File: src/rtl/vram_arbiter.sv
// rtl/vram_arbiter.sv - single-port VRAM arbiter between a line-fetch burst engine and a draw port
module vram_arbiter #(
    parameter int ADDR_W     = 16,
    parameter int DATA_W     = 16,
    parameter int RD_LAT     = 2,
    parameter int STARVE_MAX = 64
) (
    input  logic              clk_draw,
    input  logic              rst_draw,

    input  logic              fetch_req,
    input  logic [ADDR_W-1:0] fetch_addr,
    input  logic [7:0]        fetch_len,
    output logic              fetch_ack,
    output logic [DATA_W-1:0] fetch_rdata,
    output logic              fetch_rvalid,
    output logic              fetch_done,

    input  logic              draw_req,
    input  logic              draw_we,
    input  logic [ADDR_W-1:0] draw_addr,
    input  logic [DATA_W-1:0] draw_wdata,
    output logic              draw_ack,
    output logic [DATA_W-1:0] draw_rdata,
    output logic              draw_rvalid,

    output logic              mem_en,
    output logic              mem_we,
    output logic [ADDR_W-1:0] mem_addr,
    output logic [DATA_W-1:0] mem_wdata,
    input  logic [DATA_W-1:0] mem_rdata,

    output logic              busy
);

    localparam logic [1:0] S_IDLE  = 2'd0;
    localparam logic [1:0] S_FETCH = 2'd1;
    localparam logic [1:0] S_DRAW  = 2'd2;

    localparam logic [7:0] STARVE_LIM = 8'(STARVE_MAX);

    logic [1:0]        state;
    logic [1:0]        state_nxt;

    // Burst bookkeeping: address of the next beat and beats still owed
    // (including the next one). first_q marks the cycle where the
    // requester's operands are still live on the fetch_* inputs.
    logic [ADDR_W-1:0] f_addr_q;
    logic [8:0]        f_left_q;
    logic              first_q;

    logic [7:0]        starve_cnt;

    logic [8:0]        len_words;
    logic [8:0]        cur_left;
    logic [ADDR_W-1:0] cur_addr;
    logic              beat_last;

    logic              fetch_go;
    logic              draw_go;

    logic              in_fetch;
    logic              in_draw;
    logic              issue_rd;

    // Read-return tags: one entry per issued cycle, oldest at RD_LAT-1.
    logic [RD_LAT-1:0] tag_vld;
    logic [RD_LAT-1:0] tag_own;
    logic [RD_LAT-1:0] tag_last;
    logic              ret_vld;

    // Current beat address/count: on the first beat take them straight from the requester
    always_comb begin
        len_words = (fetch_len == 8'd0) ? 9'd256 : {1'b0, fetch_len};
        cur_left  = first_q ? len_words : f_left_q;
        cur_addr  = first_q ? fetch_addr : f_addr_q;
        beat_last = (cur_left == 9'd1);
    end

    // Arbitration: fetch wins ties until the draw side has waited STARVE_MAX cycles
    always_comb begin
        fetch_go  = fetch_req && (!draw_req || (starve_cnt < STARVE_LIM));
        draw_go   = draw_req && !fetch_go;
        state_nxt = state;
        case (state)
            S_IDLE: begin
                if (fetch_go) begin
                    state_nxt = S_FETCH;
                end else if (draw_go) begin
                    state_nxt = S_DRAW;
                end
            end
            S_FETCH: begin
                if (beat_last) begin
                    state_nxt = S_IDLE;
                end
            end
            S_DRAW: begin
                state_nxt = S_IDLE;
            end
            default: begin
                state_nxt = S_IDLE;
            end
        endcase
    end

    // State register
    always_ff @(posedge clk_draw) begin
        if (rst_draw) begin
            state <= S_IDLE;
        end else begin
            state <= state_nxt;
        end
    end

    // Burst address/count tracking; first_q is raised on the IDLE->FETCH transition only
    always_ff @(posedge clk_draw) begin
        if (rst_draw) begin
            f_addr_q <= '0;
            f_left_q <= '0;
            first_q  <= 1'b0;
        end else begin
            first_q <= (state == S_IDLE) && fetch_go;
            if (state == S_FETCH) begin
                f_addr_q <= cur_addr + ADDR_W'(1);
                f_left_q <= cur_left - 9'd1;
            end
        end
    end

    // Draw wait counter: counts cycles a draw request sits unserved, saturating at 255
    always_ff @(posedge clk_draw) begin
        if (rst_draw) begin
            starve_cnt <= 8'd0;
        end else if (draw_req && !draw_ack) begin
            if (starve_cnt != 8'hFF) begin
                starve_cnt <= starve_cnt + 8'd1;
            end
        end else begin
            starve_cnt <= 8'd0;
        end
    end

    // VRAM bus and handshake outputs; everything is forced low while reset is held
    always_comb begin
        in_fetch  = !rst_draw && (state == S_FETCH);
        in_draw   = !rst_draw && (state == S_DRAW);
        busy      = !rst_draw && (state != S_IDLE);
        fetch_ack = in_fetch && first_q;
        draw_ack  = in_draw;
        mem_en    = in_fetch || in_draw;
        mem_we    = in_draw && draw_we;
        mem_addr  = '0;
        mem_wdata = '0;
        if (in_fetch) begin
            mem_addr = cur_addr;
        end else if (in_draw) begin
            mem_addr = draw_addr;
            if (draw_we) begin
                mem_wdata = draw_wdata;
            end
        end
        issue_rd = mem_en && !mem_we;
    end

    // Tag pipeline: tracks owner and burst-last for each outstanding read, independent of the FSM
    always_ff @(posedge clk_draw) begin
        if (rst_draw) begin
            tag_vld  <= '0;
            tag_own  <= '0;
            tag_last <= '0;
        end else begin
            tag_vld[0]  <= issue_rd;
            tag_own[0]  <= in_draw;
            tag_last[0] <= in_fetch && beat_last;
            for (int i = 1; i < RD_LAT; i++) begin
                tag_vld[i]  <= tag_vld[i-1];
                tag_own[i]  <= tag_own[i-1];
                tag_last[i] <= tag_last[i-1];
            end
        end
    end

    // Read-return routing: steer mem_rdata to whichever requester issued the read
    always_comb begin
        ret_vld      = !rst_draw && tag_vld[RD_LAT-1];
        fetch_rvalid = ret_vld && !tag_own[RD_LAT-1];
        draw_rvalid  = ret_vld && tag_own[RD_LAT-1];
        fetch_done   = fetch_rvalid && tag_last[RD_LAT-1];
        fetch_rdata  = fetch_rvalid ? mem_rdata : '0;
        draw_rdata   = draw_rvalid ? mem_rdata : '0;
    end

endmodule

File: config.mk
export PLATFORM = sky130hd
export DESIGN_NAME = vram_arbiter
export DESIGN_NICKNAME = d
export VERILOG_FILES = /design/src/rtl/vram_arbiter.sv
export SDC_FILE = /design/constraint.sdc
export NUM_CORES = 1
export LEC_CHECK = 0
export BUFFER_PORTS_ARGS = -buffer_cell sky130_fd_sc_hd__buf_2
export CAP_MARGIN = 20
export CORE_MARGIN = 2
export CORE_UTILIZATION = 33
export CTS_CLUSTER_DIAMETER = 80
export DETAILED_ROUTE_END_ITERATION = 12
export SLEW_MARGIN = 15
export SYNTH_ARGS = -nofsm -noshare
export SYNTH_HDL_FRONTEND = slang
export SYNTH_SLANG_ARGS = --single-unit
File: constraint.sdc
create_clock -name clk_draw -period 6.6 [get_ports clk_draw]
set_clock_uncertainty 0.15 [all_clocks]
set_input_delay 1.32 -clock clk_draw [delete_from_list [all_inputs] [get_ports clk_draw]]
set_output_delay 1.32 -clock clk_draw [all_outputs]
set_load 0.005 [all_outputs]
# Yosys cells after proc, flatten, opt, wreduce, memory -nomap -nowiden
# Cells that the tools add are included.
# totals
regBits	42
input_bits	77
output_inout_bits	72
elab_cells	61
# classes
add_sub_neg	3
n_lt_le_gt_ge	1
eq_ne	6
mux	14
n_bitwise	1
reduce_logical	28
# ops
operator	n
two-way mux 16 bit	8
two-way mux 9 bit	2
adder 16 x 1 -> 16 bit (second input constant)	1
logical AND 1 bit	15
equality test 9 x 1 -> 1 bit (second input constant)	1
subtractor 9 x 1 -> 9 bit (second input constant)	1
adder 8 x 1 -> 8 bit (second input constant)	1
zero test 8 bit	1
less-than comparator 8 x 7 -> 1 bit (second input constant)	1
!= test 8 bit (second input constant)	1
zero test 1 bit	6
two-way mux 2 bit	3
one-hot mux 2 bit (2 select lines)	1
!= test 3 bit (second input constant)	1
equality test 2 x 1 -> 1 bit (second input constant)	1
equality test 2 bit (second input constant)	1
zero test 2 bit	1
logical OR 1 bit	2
!= test 2 bit (second input constant)	1
AND reduction 2 bit	1
nonzero test 2 bit	1
OR reduction 2 bit	1
NOT 1 bit	1

# Depth between registers and ports, before layout
# Gate-level depths: netlist of run 1.
# depth
depth_word	8
mapped_depth	11
mapped_depth_nobuf	8

# Least setup slack after synthesis of run 1
# Ideal clock, no wire load.
# synth_timing
path_kind	input port to output port
start	input port rst_draw
end	output port fetch_rdata[10]
t_arrival_ps	2181
required_time_ps	5130
path_slack_ps	2949
cell_stages	3
path_buffers	1
cell_sequence	nor3b_1 > clkbuf_1 > and2_1
# synth_via
elab_chain_cells	4
# synth_rtl
element	line_no	rtl
start: declaration	9	input logic rst_draw,
zero test 1 bit	186	ret_vld = !rst_draw && tag_vld[RD_LAT-1];
logical AND 1 bit	186	
logical AND 1 bit	187	fetch_rvalid = ret_vld && !tag_own[RD_LAT-1];
via fetch_rvalid	16	output logic fetch_rvalid,
two-way mux 16 bit	190	fetch_rdata = fetch_rvalid ? mem_rdata : '0;
end: declaration	15	output logic [DATA_W-1:0] fetch_rdata,
# The timed path passes the listed nets, and every way through them passes these cells.

# Final worst setup path of run 1
# layout_timing
start	input port rst_draw
end	output port mem_addr[14]
# layout_via
elab_chain_cells	4
elab_cells_between_ends	5
cone_classes	mux (2); reduce/logical (3)
# layout_rtl
element	line_no	rtl
zero test 1 bit (*)	146, 147	
logical AND 1 bit	147	in_draw = !rst_draw && (state == S_DRAW);
two-way mux 16 bit	157	end else if (in_draw) begin
two-way mux 16 bit (*)	155	if (in_fetch) begin
end: declaration	29	output logic [ADDR_W-1:0] mem_addr,
# Every way passes the cells marked *; elsewhere a longest branch is shown, timed or not.

==> flow_summary.toml, run 1 <==
[clock_network]
ctsHoldBuffers = 0
cts-root-buf = "clkbuf_8"
cts_tree = "yes"
cts.repair.resized = 0
h-tree-depth = 2
clk_pin_slew_worst_paths_ns = 0.08
ctsLongestPathBuffers = 2
postCtsSetupRepairBufs = 0
cts_buffers = 5
numClockSinks = 42
clk_latency_ns = 0.29

[critical_path]
critical_path_class = "in2out"
cp.arrival_ns = 3.09
reg2reg_depth = 8
worstSetupStartpointType = "primary input"
ff2ff_setup_slack_ns = 3.61
crit_family = "simple AND/OR/NAND/NOR gates"
worstPathRequired_ns = 5.13
crit_slowest_cell = "nand2_1"
max_stage_delay_ns = 0.67
r2r_start = "first_q$_SDFF_PP0_"
worstPathCellList = "buf_2 -> inv_2 -> nand2_1 -> nor2_1 -> a21o_1 -> buf_2"
timing.rr.end = "f_addr_q[12]$_SDFFE_PP0N_"
crit_path_end_kind = "output port"
crit_fanout = 26
crit_top_cell = "buf_2"
path_buf_inv = 3

[floorplanning]
coreArea_mm2 = 0.00872
die_h_um = 99.1
ios = 149
rows = 34
dieArea_mm2 = 0.00981
die_w_um = 99.1
start_util_pct = 34.2

[logic_synthesis]
synth-compound-area-share_pct = 18.9
synthDistinctLibCells = 57
ys_seq_area_share_pct = 28.2
synthMuxAreaShare_pct = 9.23
netlist_instances = 395
ys_warn_count = 0
synth_edf_count = 0
syn-num-nets = 476
synth-seq-cells = 42
syn_area_per_cell_um2 = 7.55
synth_top_family_by_area = "simple AND/OR/NAND/NOR gates"
syn_area_mm2 = 0.00298
synth_xor_area_share_pct = 2.94
synthAdderAreaFrac_pct = 1.68
synthSimpleGateAreaFrac_pct = 34.5
ys_async_sr_fraction_pct = 0
synthFlopType = "dfxtp_1"

[power]
peakVddDrop_mv = 0.0836
p_total_mw = 0.680
power.leakage_nw = 1.93
powerDensity_mw_per_mm2 = 175

[placement]
gp_congestion = 0.822
io_buffers = 148
hpwl_mm = 6.66

[final_layout]
area_growth_pct = 30.5
num_antenna_cells = 0
fillers = 868
nets = 611
drive_gt1_share_pct = 32.3
multi_input_area_mm2 = 0.00201
seq_area_um2 = 842

[global_route]
met2_usage_pct = 30.3
grt_pass1_wl_mm = 14.1
grt-ovfl-total = 0
antenna_found_initial = 0
top_usage_layer = "met2"
grt_use_total_pct = 17.2
grt_pass1_vias = 3064
use_met1_pct = 21.1
grt_max_degree = 62
use_met3_pct = 3.33

[drt]
drcViolationCount = 0
via_per_inst = 5.18
first_iter_violations = 132
wirelength_mm = 9.05
wire_per_inst_um = 14.2
drtAntennaViolNets = 0
vias = 3304
first_pass_iters = 4

[sta]
setup_viol = 0
period_share_pct = 69.1
tns_ns = 0
slew_viol_final = 0
rsz0062_at_grt = "false"
finalCriticalPeriod_ns = 4.56
worst_pin_slew_ns = 0.904
fmax_mhz = 219
maxSlewHeadroom_pct = 39.6
final-hold-violation-count = 0

[run_status]
status = "complete, no violations"

[worst_hold_path]
min_from = "tag_own[0]$_SDFF_PP0_"
worstHoldEndpoint = "tag_own[1]$_SDFF_PP0_"
whs_path_depth = 1
min_path_type = "reg2reg"

[job]
cap_violations = 0
-- metrics by stage --
stage	cells	instance area, um2	hold WS (ns)	setup slack, ns	util [%]
6_report	638	3890	0.289	2.04	44.6
5_1_grt	638	3890	0.314	1.81	44.6
4_1_cts	638	3890	0.291	2.01	44.6
3_5_place_dp	631	3780	0.272	2.01	43.3
3_3_place_gp	631	3780	0.270	2.06	43.3
2_1_floorplan	395	2980	0.264	2.95	-
-- synthesized netlist by cell type (all sizes together) (2+ instances only) --
cell	number	area share, %
nor4	2	0.42
ha	4	1.7
and3	23	4.8
o22ai	3	0.63
nor3	17	2.9
o21ai	33	5.5
and2	34	7.1
inv	8	1.0
nand4b	4	1.7
buf	6	1.4
o21bai	2	0.50
nor2	29	3.7
nor3b	3	0.92
clkbuf	17	2.1
nand3b	6	1.6
a21o	6	1.5
nor2b	4	0.84
a211o	2	0.63
o2111ai	3	0.88
a31oi	6	1.3
xor2	3	0.88
mux2i	23	7.7
nand4	4	1.0
o211ai	3	0.76
mux2	4	1.5
nand3	15	2.5
nand2	48	6.0
dfxtp	42	28
a21oi	17	2.9
xnor2	7	2.1
-- report_power, final --
group          switching (mW)  internal [mW]  leakage [nW]
Sequential             0.0171          0.271         0.342
Combinational           0.103         0.0776          1.53
Clock                  0.0895          0.121        0.0573
-- routing by layer --
layer	vias to the layer above	share of wire, %
li1	1684	-
met3	6	5.0
met1	1534	45
met4	0	1.0
met2	80	49
met5	-	0
-- flip-flops by register name (all words and copies together) (netlist names) --
| register | cells |
|---|---|
| f_left_q | 9 |
| tag_vld | 2 |
| state | 2 |
| tag_own | 2 |
| tag_last | 2 |
| first_q | 1 |
| starve_cnt | 8 |
| f_addr_q | 16 |
-- layout make-up --
cell class | instances | share of cell area [%]
clock buffers | 6 | 2.12
clock inverters | 1 | 0.772
inverters | 8 | 0.772
multi-input cells | 322 | 51.6
flip-flops and latches | 42 | 21.6
well taps | 108 | 3.47
repair buffers | 151 | 19.6
-- cells by family (layout without fill, tap and decap cells) --
kind of cell             after synthesis  in the layout
adder cells (fa/ha/maj)                4              4
XOR/XNOR                              10             10
multiplexers                          27             27
flip-flops                            42             42
AND/OR/NAND/NOR                      192            192
buffers and inverters                 31            166
AO/OA/AOI/OAI                         89             89
-- cells in the final DEF (no fill, tap or decap), types with 7 or more instances in the layout --
master / count
a21oi_1: 17
and2_1: 34
and3_1: 23
buf_2: 148
dfxtp_1: 41
mux2i_1: 23
nand2_1: 48
nand3_1: 15
nor2_1: 29
nor3_1: 17
o21ai_0: 30
xnor2_1: 7
-- worst max-delay path by stage --
stage / startpoint / end / depth (start not counted)
after floorplan: rst_draw / fetch_rdata[10] / 3
after global placement: rst_draw / mem_addr[14] / 6
after detailed placement: rst_draw / mem_addr[14] / 6
after CTS: rst_draw / mem_addr[14] / 6
after global routing: rst_draw / mem_addr[14] / 6
final: rst_draw / mem_addr[14] / 6
(Power assumes the default switching activity.)
==> run 2: changes to the inputs <==
- ABC_AREA: default -> 1
- clock period: 6.6 -> 3.8 ns (I/O delays scaled with it)
==> flow_summary.toml, run 2 <==
[floorplanning]
ios = 149
dieArea_mm2 = 0.0106
start_util_pct = 33.5
die_h_um = 103
die_w_um = 103
rows = 36
coreArea_mm2 = 0.00964

[logic_synthesis]
synthDistinctLibCells = 34
synth_edf_count = 0
synth_top_area_share_pct = 26.1
ys_seq_area_share_pct = 26.1
synthSimpleGateAreaFrac_pct = 39.1
syn_area_per_cell_um2 = 5.79
synthFlopType = "dfxtp_1"
synth_top_family_by_area = "simple AND/OR/NAND/NOR gates"
synthMuxAreaShare_pct = 0
synth_top_cells_by_area = "dfxtp_1 26%, nand2_1 17%, inv_1 12%, nor2_1 10%, o21ai_0 6.2%"
yosysMostFrequentCell = "nand2_1"
syn-num-nets = 638
syn_area_mm2 = 0.00323
synth_xor_area_share_pct = 1.90
netlist_instances = 557
yosysTopAreaCell = "dfxtp_1"
synthAdderAreaFrac_pct = 1.55
synth-compound-area-share_pct = 14.5
synthTopCellsByCount = "144 x nand2_1, 99 x inv_1, 87 x nor2_1"
ys_warn_count = 0
ys_async_sr_fraction_pct = 0
synth-seq-cells = 42

[sta]
maxSlewHeadroom_pct = 49.3
rsz0062_at_grt = "false"
finalCriticalPeriod_ns = 3.06
final-hold-violation-count = 0
slew_viol_final = 0
period_share_pct = 80.5
setup_viol = 0
worst_pin_slew_ns = 0.759
tns_ns = 0
fmax_mhz = 327

[critical_path]
worstSetupStartpointType = "primary input"
critical_path_class = "in2out"
crit_fanout = 17
worstPathRequired_ns = 2.89
cp.arrival_ns = 2.15
crit_path_end_kind = "output port"

[final_layout]
drive_gt1_share_pct = 27.9
reg.largest.list = "f_addr_q (16), f_left_q (9), starve_cnt (8)"
fillers = 1049
final_cell_mix = "148 x buf_2, 144 x nand2_1, 99 x inv_1, 87 x nor2_1, 42 x dfxtp_1"
largest_reg_flops = 16
regMostFlops = "f_addr_q"
multi_input_area_mm2 = 0.00184
num_antenna_cells = 0
area_growth_pct = 27.3
final_util_pct = 42.6
layout_commonest_cell = "buf_2"
nets = 776
seq_area_um2 = 841

[power]
peakVddDrop_mv = 0.133
power.leakage_nw = 2.37
powerDensity_mw_per_mm2 = 299

[global_route]
grt-ovfl-total = 0
antenna_found_initial = 0
grt_pass1_wl_mm = 14.1
grt_use_total_pct = 16.5
grt_max_degree = 47
grt_pass1_vias = 3229

[placement]
hpwl_mm = 6.83
io_buffers = 148
gp_congestion = 0.828

[clock_network]
ctsHoldBuffers = 0
postCtsSetupRepairBufs = 0
cts.repair.resized = 0
cts_buffers = 5
numClockSinks = 42
h-tree-depth = 2
ctsLongestPathBuffers = 2
clk_pin_slew_worst_paths_ns = 0.09
cts_tree = "yes"
cts-root-buf = "clkbuf_8"
clk_latency_ns = 0.31

[worst_hold_path]
min_path_type = "reg2reg"

[drt]
first_iter_violations = 117
first_pass_iters = 4
wirelength_mm = 9.02
drcViolationCount = 0
vias = 3690
via_per_inst = 4.45
wire_per_inst_um = 10.9
drtAntennaViolNets = 0

[job]
cap_violations = 0

[run_status]
status = "complete, no violations"
==> run 2: cell types whose count changed after synthesis, moves of 13 or more <==
cell,change
nand2_1,+96
and3_1,-23
mux2i_1,-23
inv_1,+93
nor2_1,+58
and2_1,-33
nand3_1,+13
==> run 2: layout make-up <==
type / count / area share, %
Sequential cell: 42 / 20.5
Clock inverter: 3 / 0.610
Tap cell: 133 / 4.05
Clock buffer: 5 / 1.68
Multi-Input combinational cell: 391 / 44.8
Inverter: 101 / 9.23
Timing Repair Buffer: 154 / 19.1
==> run 2: critical path, stage by stage <==
cell and delay [ns]:
buf_2 0.17, nor3_1 0.38, clkinv_1 0.47, nor2_1 0.21
buf_2 0.15
==> run 2: path summary, 6_finish.rpt <==
check | from | slack, ns | to | depth (start not counted)
setup / recovery | rst_draw | 0.74 | fetch_rdata[10] | 5
hold / removal | tag_vld[0]$_SDFF_PP0_ | 0.26 | tag_vld[1]$_SDFF_PP0_ | 2
setup reg to reg | first_q$_SDFF_PP0_ | 1.41 | f_addr_q[10]$_SDFFE_PP0N_ | 11
hold reg to reg | tag_vld[0]$_SDFF_PP0_ | 0.26 | tag_vld[1]$_SDFF_PP0_ | 2
==> run 2: kinds of logic (layout without fill, tap and decap cells) <==
family	Yosys count	in the layout
AND/OR/NAND/NOR	296	296
buffers and inverters	124	263
AO/OA/AOI/OAI	84	84
flip-flops	42	42
XOR/XNOR	7	7
adder cells (fa/ha/maj)	4	4
==> run 2: metal layers <==
metal | routed length, um | global-route usage, %
met5 | 0 | 0
met4 | 84 | 3.95
met3 | 453 | 2.17
met2 | 4220 | 29.4
met1 | 4260 | 21.3
==> run 2: metrics by stage <==
step	hold WS (ns)	total power [mW]	instances	setup WS, ns	cell area (um2)
6_report	0.258	1.23	829	0.742	4110
5_1_grt	0.285	1.33	829	0.579	4110
2_1_floorplan	0.238	0.816	557	1.15	3230
3_5_place_dp	0.245	0.928	821	0.749	4010
3_3_place_gp	0.243	0.922	821	0.781	4010
4_1_cts	0.259	1.24	829	0.746	4110
==> run 2: where the power goes <==
part	internal [mW]	total, mW	switching [mW]	leakage, nW
Sequential	0.483	0.500	0.0165	0.344
Clock	0.133	0.309	0.176	0.0447
Combinational	0.150	0.417	0.267	1.98
